`src/rtl/turbo_pkt_arb_pkg.sv`:
```
// Shared state encoding and constants for the turbo decoder packet arbiter.
package turbo_pkt_arb_pkg;

  localparam int NUM_REQ = 2;

  typedef enum logic [1:0] {
    IDLE  = 2'd0,
    BUSY0 = 2'd1,
    BUSY1 = 2'd2
  } arb_state_t;

  function automatic arb_state_t busy_state(input logic idx);
    return idx ? BUSY1 : BUSY0;
  endfunction

endpackage

```
`src/rtl/turbo_pkt_arb_tag_fifo.sv`:
```
// One-bit tag FIFO remembering which requester owns each packet inside the decoder.
module tag_fifo #(
  parameter int DEPTH = 2
) (
  input  logic clk,
  input  logic rst_n,
  input  logic push,
  input  logic pop,
  input  logic din,
  output logic head,
  output logic empty,
  output logic full
);

  localparam int AW = (DEPTH > 1) ? $clog2(DEPTH) : 1;
  localparam logic [AW-1:0] LAST_PTR = AW'(DEPTH - 1);
  localparam logic [AW:0] FULL_CNT = (AW + 1)'(DEPTH);

  logic mem [2**AW];
  logic [AW-1:0] wr_ptr_reg, rd_ptr_reg;
  logic [AW:0] count_reg;
  logic do_push, do_pop;

  assign empty   = (count_reg == '0);
  assign full    = (count_reg == FULL_CNT);
  assign do_pop  = pop && !empty;
  assign do_push = push && (!full || do_pop);
  // Gate the head so it reads 0 when empty instead of a stale entry.
  assign head    = empty ? 1'b0 : mem[rd_ptr_reg];

  always_ff @(posedge clk) begin
    if (do_push) mem[wr_ptr_reg] <= din;
  end

  always_ff @(posedge clk or negedge rst_n) begin
    if (!rst_n) begin
      wr_ptr_reg <= '0;
      rd_ptr_reg <= '0;
      count_reg  <= '0;
    end else begin
      if (do_push) wr_ptr_reg <= (wr_ptr_reg == LAST_PTR) ? '0 : wr_ptr_reg + AW'(1);
      if (do_pop)  rd_ptr_reg <= (rd_ptr_reg == LAST_PTR) ? '0 : rd_ptr_reg + AW'(1);
      case ({do_push, do_pop})
        2'b10:   count_reg <= count_reg + (AW + 1)'(1);
        2'b01:   count_reg <= count_reg - (AW + 1)'(1);
        default: count_reg <= count_reg;
      endcase
    end
  end

endmodule

```
`src/rtl/turbo_pkt_arb.sv`:
```
// Packet-level round-robin arbiter feeding two soft-bit streams into one turbo decoder,
// tracking ownership of in-flight packets so the decoder output can be steered back.
module turbo_pkt_arb
  import turbo_pkt_arb_pkg::*;
#(
  parameter int ST           = 12,
  parameter int MAX_INFLIGHT = 2
) (
  input  logic          clk,
  input  logic          rst_n,
  input  logic          s0_valid,
  input  logic          s0_sop,
  input  logic          s0_eop,
  input  logic [ST-1:0] s0_data,
  output logic          s0_ready,
  input  logic          s1_valid,
  input  logic          s1_sop,
  input  logic          s1_eop,
  input  logic [ST-1:0] s1_data,
  output logic          s1_ready,
  output logic          trb_sink_valid,
  output logic          trb_sink_sop,
  output logic          trb_sink_eop,
  output logic [ST-1:0] trb_sink_data,
  input  logic          trb_sink_ready,
  input  logic          trb_source_valid,
  input  logic          trb_source_ready,
  input  logic          trb_source_eop,
  output logic          out_chan,
  output logic          out_chan_valid,
  output logic [2:0]    inflight,
  output logic [1:0]    err
);

  arb_state_t state_reg, state_next;
  logic rr_reg, rr_next;
  logic first_reg, first_next;
  logic [2:0] inflight_reg, inflight_next;
  logic [NUM_REQ-1:0] err_reg, err_next;

  logic [NUM_REQ-1:0] s_valid, s_sop, s_eop, s_ready, req;
  logic [ST-1:0] s_data [NUM_REQ];
  logic cur, win, can_grant, push, pop_ok;
  logic fifo_empty, fifo_full, fifo_head;
  logic sink_valid_c, sink_sop_c, sink_eop_c;
  logic [ST-1:0] sink_data_c;

  assign s_valid   = {s1_valid, s0_valid};
  assign s_sop     = {s1_sop, s0_sop};
  assign s_eop     = {s1_eop, s0_eop};
  assign s_data[0] = s0_data;
  assign s_data[1] = s1_data;

  assign cur       = (state_reg == BUSY1);
  assign req       = s_valid & s_sop;
  assign can_grant = (inflight_reg < 3'(MAX_INFLIGHT)) && !fifo_full;
  // A completion seen while nothing is tracked is ignored rather than underflowing.
  assign pop_ok    = trb_source_valid && trb_source_ready && trb_source_eop && !fifo_empty;

  always_comb begin
    state_next   = state_reg;
    rr_next      = rr_reg;
    first_next   = first_reg;
    err_next     = err_reg;
    s_ready      = '0;
    sink_valid_c = 1'b0;
    sink_sop_c   = 1'b0;
    sink_eop_c   = 1'b0;
    sink_data_c  = '0;
    push         = 1'b0;
    win          = rr_reg;
    case (state_reg)
      IDLE: begin
        for (int i = 0; i < NUM_REQ; i++) begin
          if (s_valid[i] && !s_sop[i]) begin
            s_ready[i]  = 1'b1;
            err_next[i] = 1'b1;
          end
        end
        win = (req == 2'b11) ? rr_reg : req[1];
        if ((req != '0) && can_grant) begin
          state_next = busy_state(win);
          rr_next    = !win;
          first_next = 1'b1;
        end
      end
      BUSY0, BUSY1: begin
        sink_valid_c = s_valid[cur];
        sink_sop_c   = s_sop[cur];
        sink_eop_c   = s_eop[cur];
        sink_data_c  = s_data[cur];
        s_ready[cur] = trb_sink_ready;
        if (s_valid[cur] && trb_sink_ready) begin
          first_next = 1'b0;
          if (s_sop[cur] && !first_reg) err_next[cur] = 1'b1;
          if (s_eop[cur]) begin
            state_next = IDLE;
            push       = 1'b1;
          end
        end
      end
      default: state_next = IDLE;
    endcase
  end

  always_comb begin
    case ({push, pop_ok})
      2'b10:   inflight_next = inflight_reg + 3'(1);
      2'b01:   inflight_next = inflight_reg - 3'(1);
      default: inflight_next = inflight_reg;
    endcase
  end

  always_ff @(posedge clk or negedge rst_n) begin
    if (!rst_n) begin
      state_reg    <= IDLE;
      rr_reg       <= 1'b0;
      first_reg    <= 1'b0;
      inflight_reg <= '0;
      err_reg      <= '0;
    end else begin
      state_reg    <= state_next;
      rr_reg       <= rr_next;
      first_reg    <= first_next;
      inflight_reg <= inflight_next;
      err_reg      <= err_next;
    end
  end

  tag_fifo #(
    .DEPTH(MAX_INFLIGHT)
  ) u_tag_fifo (
    .clk  (clk),
    .rst_n(rst_n),
    .push (push),
    .pop  (pop_ok),
    .din  (cur),
    .head (fifo_head),
    .empty(fifo_empty),
    .full (fifo_full)
  );

  // Handshake outputs are held off for the whole reset, not just until the state clears.
  assign s0_ready       = s_ready[0] && rst_n;
  assign s1_ready       = s_ready[1] && rst_n;
  assign trb_sink_valid = sink_valid_c && rst_n;
  assign trb_sink_sop   = sink_sop_c;
  assign trb_sink_eop   = sink_eop_c;
  assign trb_sink_data  = sink_data_c;
  assign out_chan       = fifo_head;
  assign out_chan_valid = !fifo_empty;
  assign inflight       = inflight_reg;
  assign err            = err_reg;

endmodule

```
`config.mk`:
```
export PLATFORM = sky130hd
export DESIGN_NAME = turbo_pkt_arb
export DESIGN_NICKNAME = d
export VERILOG_FILES = /design/src/rtl/turbo_pkt_arb_pkg.sv /design/src/rtl/turbo_pkt_arb_tag_fifo.sv /design/src/rtl/turbo_pkt_arb.sv
export SDC_FILE = /design/constraint.sdc
export NUM_CORES = 1
export LEC_CHECK = 0
export ABC_AREA = 1
export BUFFER_PORTS_ARGS = -buffer_cell sky130_fd_sc_hd__buf_2
export CAP_MARGIN = 20
export CORE_MARGIN = 2
export CORE_UTILIZATION = 41
export CTS_CLUSTER_SIZE = 8
export DETAILED_ROUTE_END_ITERATION = 8
export PLACE_DENSITY = 0.78
export SLEW_MARGIN = 20
export SYNTH_ARGS = -nofsm -noshare
export SYNTH_HDL_FRONTEND = slang
export SYNTH_HIERARCHICAL = 1
export SYNTH_SLANG_ARGS = --single-unit
```
`constraint.sdc`:
```
create_clock -name clk -period 2.5 [get_ports clk]
set_input_delay 0.25 -clock clk [delete_from_list [all_inputs] [get_ports clk]]
set_output_delay 0.25 -clock clk [all_outputs]
set_load 0.01 [all_outputs]
```
# --- Yosys cells after proc, flatten, opt, wreduce, memory -nomap -nowiden ---
# Memories as Yosys holds them, arrays and structs flattened.
# Index checks and enable logic that the tools add are counted.
word_totals:
  regBits: 13
  ramBits: 2
  input_bits: 36
  word_cells: 114
  mem_count: 1
memory_table:
  columns: ["memory", "words", "width", "read_ports", "rd_ports_with_merged_regs", "write_ports", "line", "source"]
  rows:
  - ["u_tag_fifo.mem", 2, 1, 1, 0, 1, "turbo_pkt_arb_tag_fifo.sv:19", "logic mem [2**AW];"]
classes:
  add_sub_neg: 6
  n_lt_le_gt_ge: 4
  eq_ne: 14
  muxes: 42
  n_bitwise: 4
  n_reduce_logical: 34
op_table:
  columns: ["op", "n"]
  rows:
  - ["two-way mux 12 bit", 4]
  - ["two-way mux 1 bit", 25]
  - ["one-hot mux 2 bit (2 select lines)", 4]
  - ["logical AND 1 bit", 15]
  - ["two-way mux 2 bit", 6]
  - ["inequality test 2 bit (second input constant)", 6]
  - ["equality test 2 bit (second input constant)", 5]
  - ["AND reduction 4 bit", 2]
  - ["nonzero test 2 bit", 4]
  - ["equality test 2 x 1 -> 1 bit (second input constant)", 3]
  - ["logical NOT 1 bit", 6]
  - ["one-hot mux 3 bit (2 select lines)", 1]
  - ["AND reduction 3 bit", 2]
  - ["bitwise AND 2 bit", 2]
  - ["logical NOT 2 bit", 2]
  - ["adder 3 x 1 -> 3 bit (second input constant)", 1]
  - ["< comparator 3 x 2 -> 1 bit (second input constant)", 1]
  - ["subtractor 3 x 1 -> 3 bit (second input constant)", 1]
  - ["adder 1 bit (second input constant)", 2]
  - ["adder 2 x 1 -> 2 bit (second input constant)", 1]
  - ["greater-or-equal comparator 2 bit (second input constant)", 1]
  - ["< comparator 1 x 2 -> 1 bit (second input constant)", 1]
  - ["inverter 1 -> 2 bit", 1]
  - ["OR 2 bit", 1]
  - ["other kinds (7)", 7]

# --- Logic depth before layout (Yosys ltp) ---
depth:
  depth_word: 9
  mapped_depth: 14

# --- By module ---
# Netlist, hierarchy kept.
by_module_without_submodules:
  columns: ["module", "n_inst", "cells_per_inst", "area_per_inst_um2", "seq_area_each_um2"]
  rows:
  - ["turbo_pkt_arb", 1, 132, 835.8, 225.2]
  - ["tag_fifo", 1, 35, 326.6, 160.2]

# --- Worst setup path before layout ---
# No wires, ideal clock.
synth_timing:
  path_type: "register to register"
  startpoint: "reg state_reg[0]"
  endpoint: "reg inflight_reg[2] (netlist: inflight[2])"
  setup_time_ns: 0.125
  t_arrival_ns: 2.228
  t_required_ns: 2.375
  slack_ns: 0.147
  path_stages_with_launch: 14
  path_cell_list: "dfrtp_1 -> inv_1 -> ha_1 -> inv_2 -> nand2_2 -> nand2_1 -> nand3_2 -> nor2_1 -> inv_1 -> ha_1 -> fa_1 -> a21oi_1 -> o21ai_0 -> xnor2_1"
synth_between:
  elab_chain_len: 8
synth_rtl:
  columns: ["item", "line", "source"]
  rows:
  - ["start, declared", "turbo_pkt_arb.sv:35", "arb_state_t state_reg, state_next;"]
  - ["start signal, assigned", "turbo_pkt_arb.sv:122", "state_reg <= state_next;"]
  - ["equality test 2 bit (*)", "turbo_pkt_arb.sv:54", "assign cur = (state_reg == BUSY1);"]
  - ["net cur", "turbo_pkt_arb.sv:43", "logic cur, win, can_grant, push, pop_ok;"]
  - ["two-way mux 1 bit (on tied branches) (2 in a row)", "turbo_pkt_arb.sv:96, turbo_pkt_arb.sv:93", null]
  - ["two-way mux 1 bit / logical AND 1 bit (equally long branches)", "turbo_pkt_arb.sv:96, turbo_pkt_arb.sv:93", null]
  - ["two-way mux 1 bit", "turbo_pkt_arb.sv:93", "if (s_valid[cur] && trb_sink_ready) begin"]
  - ["two-way mux 1 bit (*)", "turbo_pkt_arb.sv:72", "case (state_reg)"]
  - ["net push", "turbo_pkt_arb.sv:43", null]
  - ["equality test 2 x 1 -> 1 bit / equality test 2 bit (equally long branches)", "turbo_pkt_arb.sv:107", "case ({push, pop_ok})"]
  - ["one-hot mux 3 bit (2 select lines) / nonzero test 2 bit (equally long branches)", null, null]
  - ["end signal, assigned", "turbo_pkt_arb.sv:125", "inflight_reg <= inflight_next;"]
  - ["end, declared", "turbo_pkt_arb.sv:38", "logic [2:0] inflight_reg, inflight_next;"]
# The timed path passes the listed nets; every way through them passes the cells marked *. The select of a mux whose other input is x is not followed.
# A chain may end at the register's enable or synchronous reset.

# --- Worst setup path in the final report ---
layout_timing:
  startpoint: "reg state_reg[0]"
  endpoint: "reg inflight_reg[2] (netlist: inflight[2])"
layout_between:
  elab_chain_len: 8
layout_rtl:
  columns: ["item", "line"]
  rows:
  - ["equality test 2 bit", "turbo_pkt_arb.sv:54, turbo_pkt_arb.sv:72"]
  - ["two-way mux 1 bit (on tied branches) (2 in a row)", "turbo_pkt_arb.sv:96, turbo_pkt_arb.sv:93"]
  - ["two-way mux 1 bit / logical AND 1 bit (equally long branches)", "turbo_pkt_arb.sv:96, turbo_pkt_arb.sv:93"]
  - ["two-way mux 1 bit", "turbo_pkt_arb.sv:93"]
  - ["two-way mux 1 bit (*)", "turbo_pkt_arb.sv:72"]
  - ["net push", "turbo_pkt_arb.sv:43"]
  - ["equality test 2 x 1 -> 1 bit / equality test 2 bit (equally long branches)", "turbo_pkt_arb.sv:107"]
  - ["one-hot mux 3 bit (2 select lines) / nonzero test 2 bit (equally long branches)", null]
# Marked as above.

==> flow_summary.json <==
{
  "status": "complete, no violations",
  "coreArea_mm2": 0.00273,
  "vias": 1266,
  "cts_buffer_depth": 2,
  "routabilityCongestion": 0.847,
  "synth_seq_area_share_pct": 33.2,
  "synth_nets": 209,
  "drt_iter0_drc": 45,
  "startpoint": "state_reg[0]",
  "r2r-start": "state_reg[0]",
  "cp.required_ns": 2.68,
  "end_kind": "flip-flop",
  "clk_pin_slew_worst_paths_ns": 0.09,
  "p_leak_nw": 0.878,
  "fill_cells": 278,
  "nets": 275,
  "die_x_um": 57.2,
  "worst_pin_slew_ns": 0.325,
  "clock_skew_ns": 0.00120,
  "maxSlewViolCount": 0,
  "p_sw_share_pct": 49.6,
  "maxSlewHeadroom_pct": 78.4,
  "placedCellCount": 258,
  "grt_setup_unrepaired": "false",
  "firstDrtPassIters": 4,
  "post-place-ws_ns": 0.172,
  "rows": 19,
  "wire_per_inst_um": 10.3,
  "final_common_cell": "buf_2",
  "seq_power_share_pct": 24.8,
  "synthDistinctLibCells": 28,
  "start_util_pct": 42.5,
  "p_switching_mw": 0.820,
  "cts_tree": "yes",
  "grt_overflow": 0,
  "synth_edf_count": 2,
  "clkSinkCount": 15,
  "finalSetupViolCount": 0,
  "final_cells": 263,
  "final_cell_mix": "buf_2 (59), nor2_1 (33), nand2_1 (32)",
  "port_buffers": 59,
  "dominantRegCellSynth": "dfrtp_1",
  "final_core_util_pct": 57.0,
  "ios": 60,
  "startpoint_type": "flip-flop",
  "clock.fmax_ghz": 0.443,
  "routed_wl_mm": 2.72,
  "hp-class": "primary input to async pin",
  "synthTopCellsByArea": "dfrtp_1 (28%), nor2_1 (11%), nand2_1 (10%), o21ai_0 (6.9%), inv_1 (6.1%)",
  "drc": 0,
  "area_growth_pct": 34.0,
  "grt_pass1_vias": 1188,
  "ff2ff_path_depth": 12,
  "synth.avg_cell_area_um2": 6.96,
  "grt_usage_pct": 18.1,
  "largest_register_ff_count": 3,
  "crit_arrival_ns": 2.43,
  "finalCritPeriodShare_pct": 90.2,
  "postCtsSetupBuffers": 0,
  "dp_hpwl_mm": 2.24,
  "cap_viol_max_count": 0,
  "synthCells": 167,
  "clockRootBuffer": "clkbuf_4",
  "fin_total_pwr_mw": 1.66,
  "grt_max_degree": 19,
  "synth_top_area_cell": "dfrtp_1",
  "fin_tns_setup_ns": 0,
  "async_reset_ff_share_pct": 86.7,
  "p_clk_share_pct": 8.5,
  "synthesis.area_mm2": 0.00116,
  "ir_worst_vdd_v": 0.000710,
  "die-area_mm2": 0.00328,
  "avgViaCountPerCell": 4.81,
  "synth-seq-cells": 15,
  "ant_nets": 0,
  "grt_pass1_wl_mm": 4.75,
  "clkLatencyLatePin_ns": 0.28,
  "die_y_um": 57.2,
  "hold_viol": 0,
  "critPathKind": "flip-flop to flip-flop",
  "pwr-share-comb_pct": 66.7,
  "antenna_cells": 0,
  "synth_top_area_share_pct": 28.0,
  "cts_buffers": 3,
  "p_int_mw": 0.835,
  "drive_above_1_share_pct": 37.5,
  "power_density_mw_per_mm2": 1060,
  "fin_crit_ns": 2.26,
  "ys_warn_count": 6,
  "fin_ws_ns": 0.245,
  "antenna_found_initial": 0,
  "cp_max_fo": 5,
  "htreeDepth": 1
}
==> Yosys cell counts, types with 2 or more instances <==
| cell type | count |
|---|---|
| nand3_2 | 2 |
| xnor2_1 | 2 |
| inv_2 | 4 |
| a21oi_1 | 7 |
| nand3_1 | 9 |
| o21ai_0 | 16 |
| nand2_2 | 5 |
| nand2_1 | 32 |
| ha_1 | 5 |
| edfxtp_1 | 2 |
| xor2_1 | 3 |
| inv_1 | 19 |
| dfrtp_1 | 13 |
| nor2_1 | 34 |
==> area by class of cell <==
class | count | area (µm²) | area share [%]
well taps | 31 | 38.8 | 2.49
multi-input cells | 125 | 677 | 43.5
clock buffers | 3 | 22.5 | 1.45
repair buffers | 65 | 343 | 22.0
flip-flops and latches | 15 | 385 | 24.7
inverters | 23 | 86.3 | 5.54
clock inverters | 1 | 5.00 | 0.321
==> per-stage QoR <==
| step | hold WS, ns | instance area, µm² |
|---|---|---|
| 4_1_cts | 0.385 | 1550 |
| 2_1_floorplan | -0.0456 | 1160 |
| 3_3_place_gp | 0.172 | 1510 |
| 6_report | 0.385 | 1560 |
| 3_5_place_dp | 0.171 | 1510 |
| 5_1_grt | 0.426 | 1560 |
==> worst max-delay path: stages, from the launching register on <==
cell and delay [ns]:
dfrtp_1 0.42, inv_2 0.08, ha_2 0.20, nand2_1 0.06
nand2_1 0.11, nand3_2 0.10, nor2_2 0.11, inv_1 0.05
ha_1 0.24, fa_1 0.39, a21oi_1 0.14, o21ai_0 0.11
xnor2_1 0.14
==> cells by family after synthesis <==
| kind of cell | after synthesis | synth area share [%] |
|---|---|---|
| xor+xnor | 5 | 3.77 |
| flops | 15 | 33.2 |
| buf+inv | 27 | 9.26 |
| fa+ha+maj | 6 | 7.10 |
| mux | 1 | 0.969 |
| compound gates | 27 | 12.5 |
| simple gates | 86 | 33.3 |
==> final timing paths <==
path                                                 to  slack [ns]
min in group clk                           state_reg[1]        0.40
worst min-delay path                             err[0]        0.39
worst min register to register                   err[0]        0.46
worst max register to register              inflight[2]        0.24
max in group asynchronous       u_tag_fifo/count_reg[1]        1.88
worst max-delay path                        inflight[2]        0.24
==> power by group through the flow <==
| stage | clock network (mW) | logic [mW] | registers [mW] |
|---|---|---|---|
| final | 0.140 | 1.10 | 0.411 |
| after global routing | 0.155 | 1.26 | 0.427 |
| after CTS | 0.146 | 1.11 | 0.411 |
| after detailed placement | 0 | 1.10 | 0.414 |
| after global placement | 0 | 1.08 | 0.414 |
| after floorplan | 0 | 0.758 | 0.417 |
==> what timing repair did <==
item                       4_1_cts  5_1_grt
setup endpoints to repair        0        1
hold endpoints to repair        13        0
hold buffers                     1        0
resized for setup                0        4
==> per-layer routing <==
layer	vias to the layer above	GRT usage, %	share of wire (%)
li1	658	-	-
met1	551	21.8	43
met2	53	31.2	47
met3	4	4.54	9.0
met4	0	6.64	1.3
met5	-	0	0
Note: power is estimated with default switching activity, not from simulation.
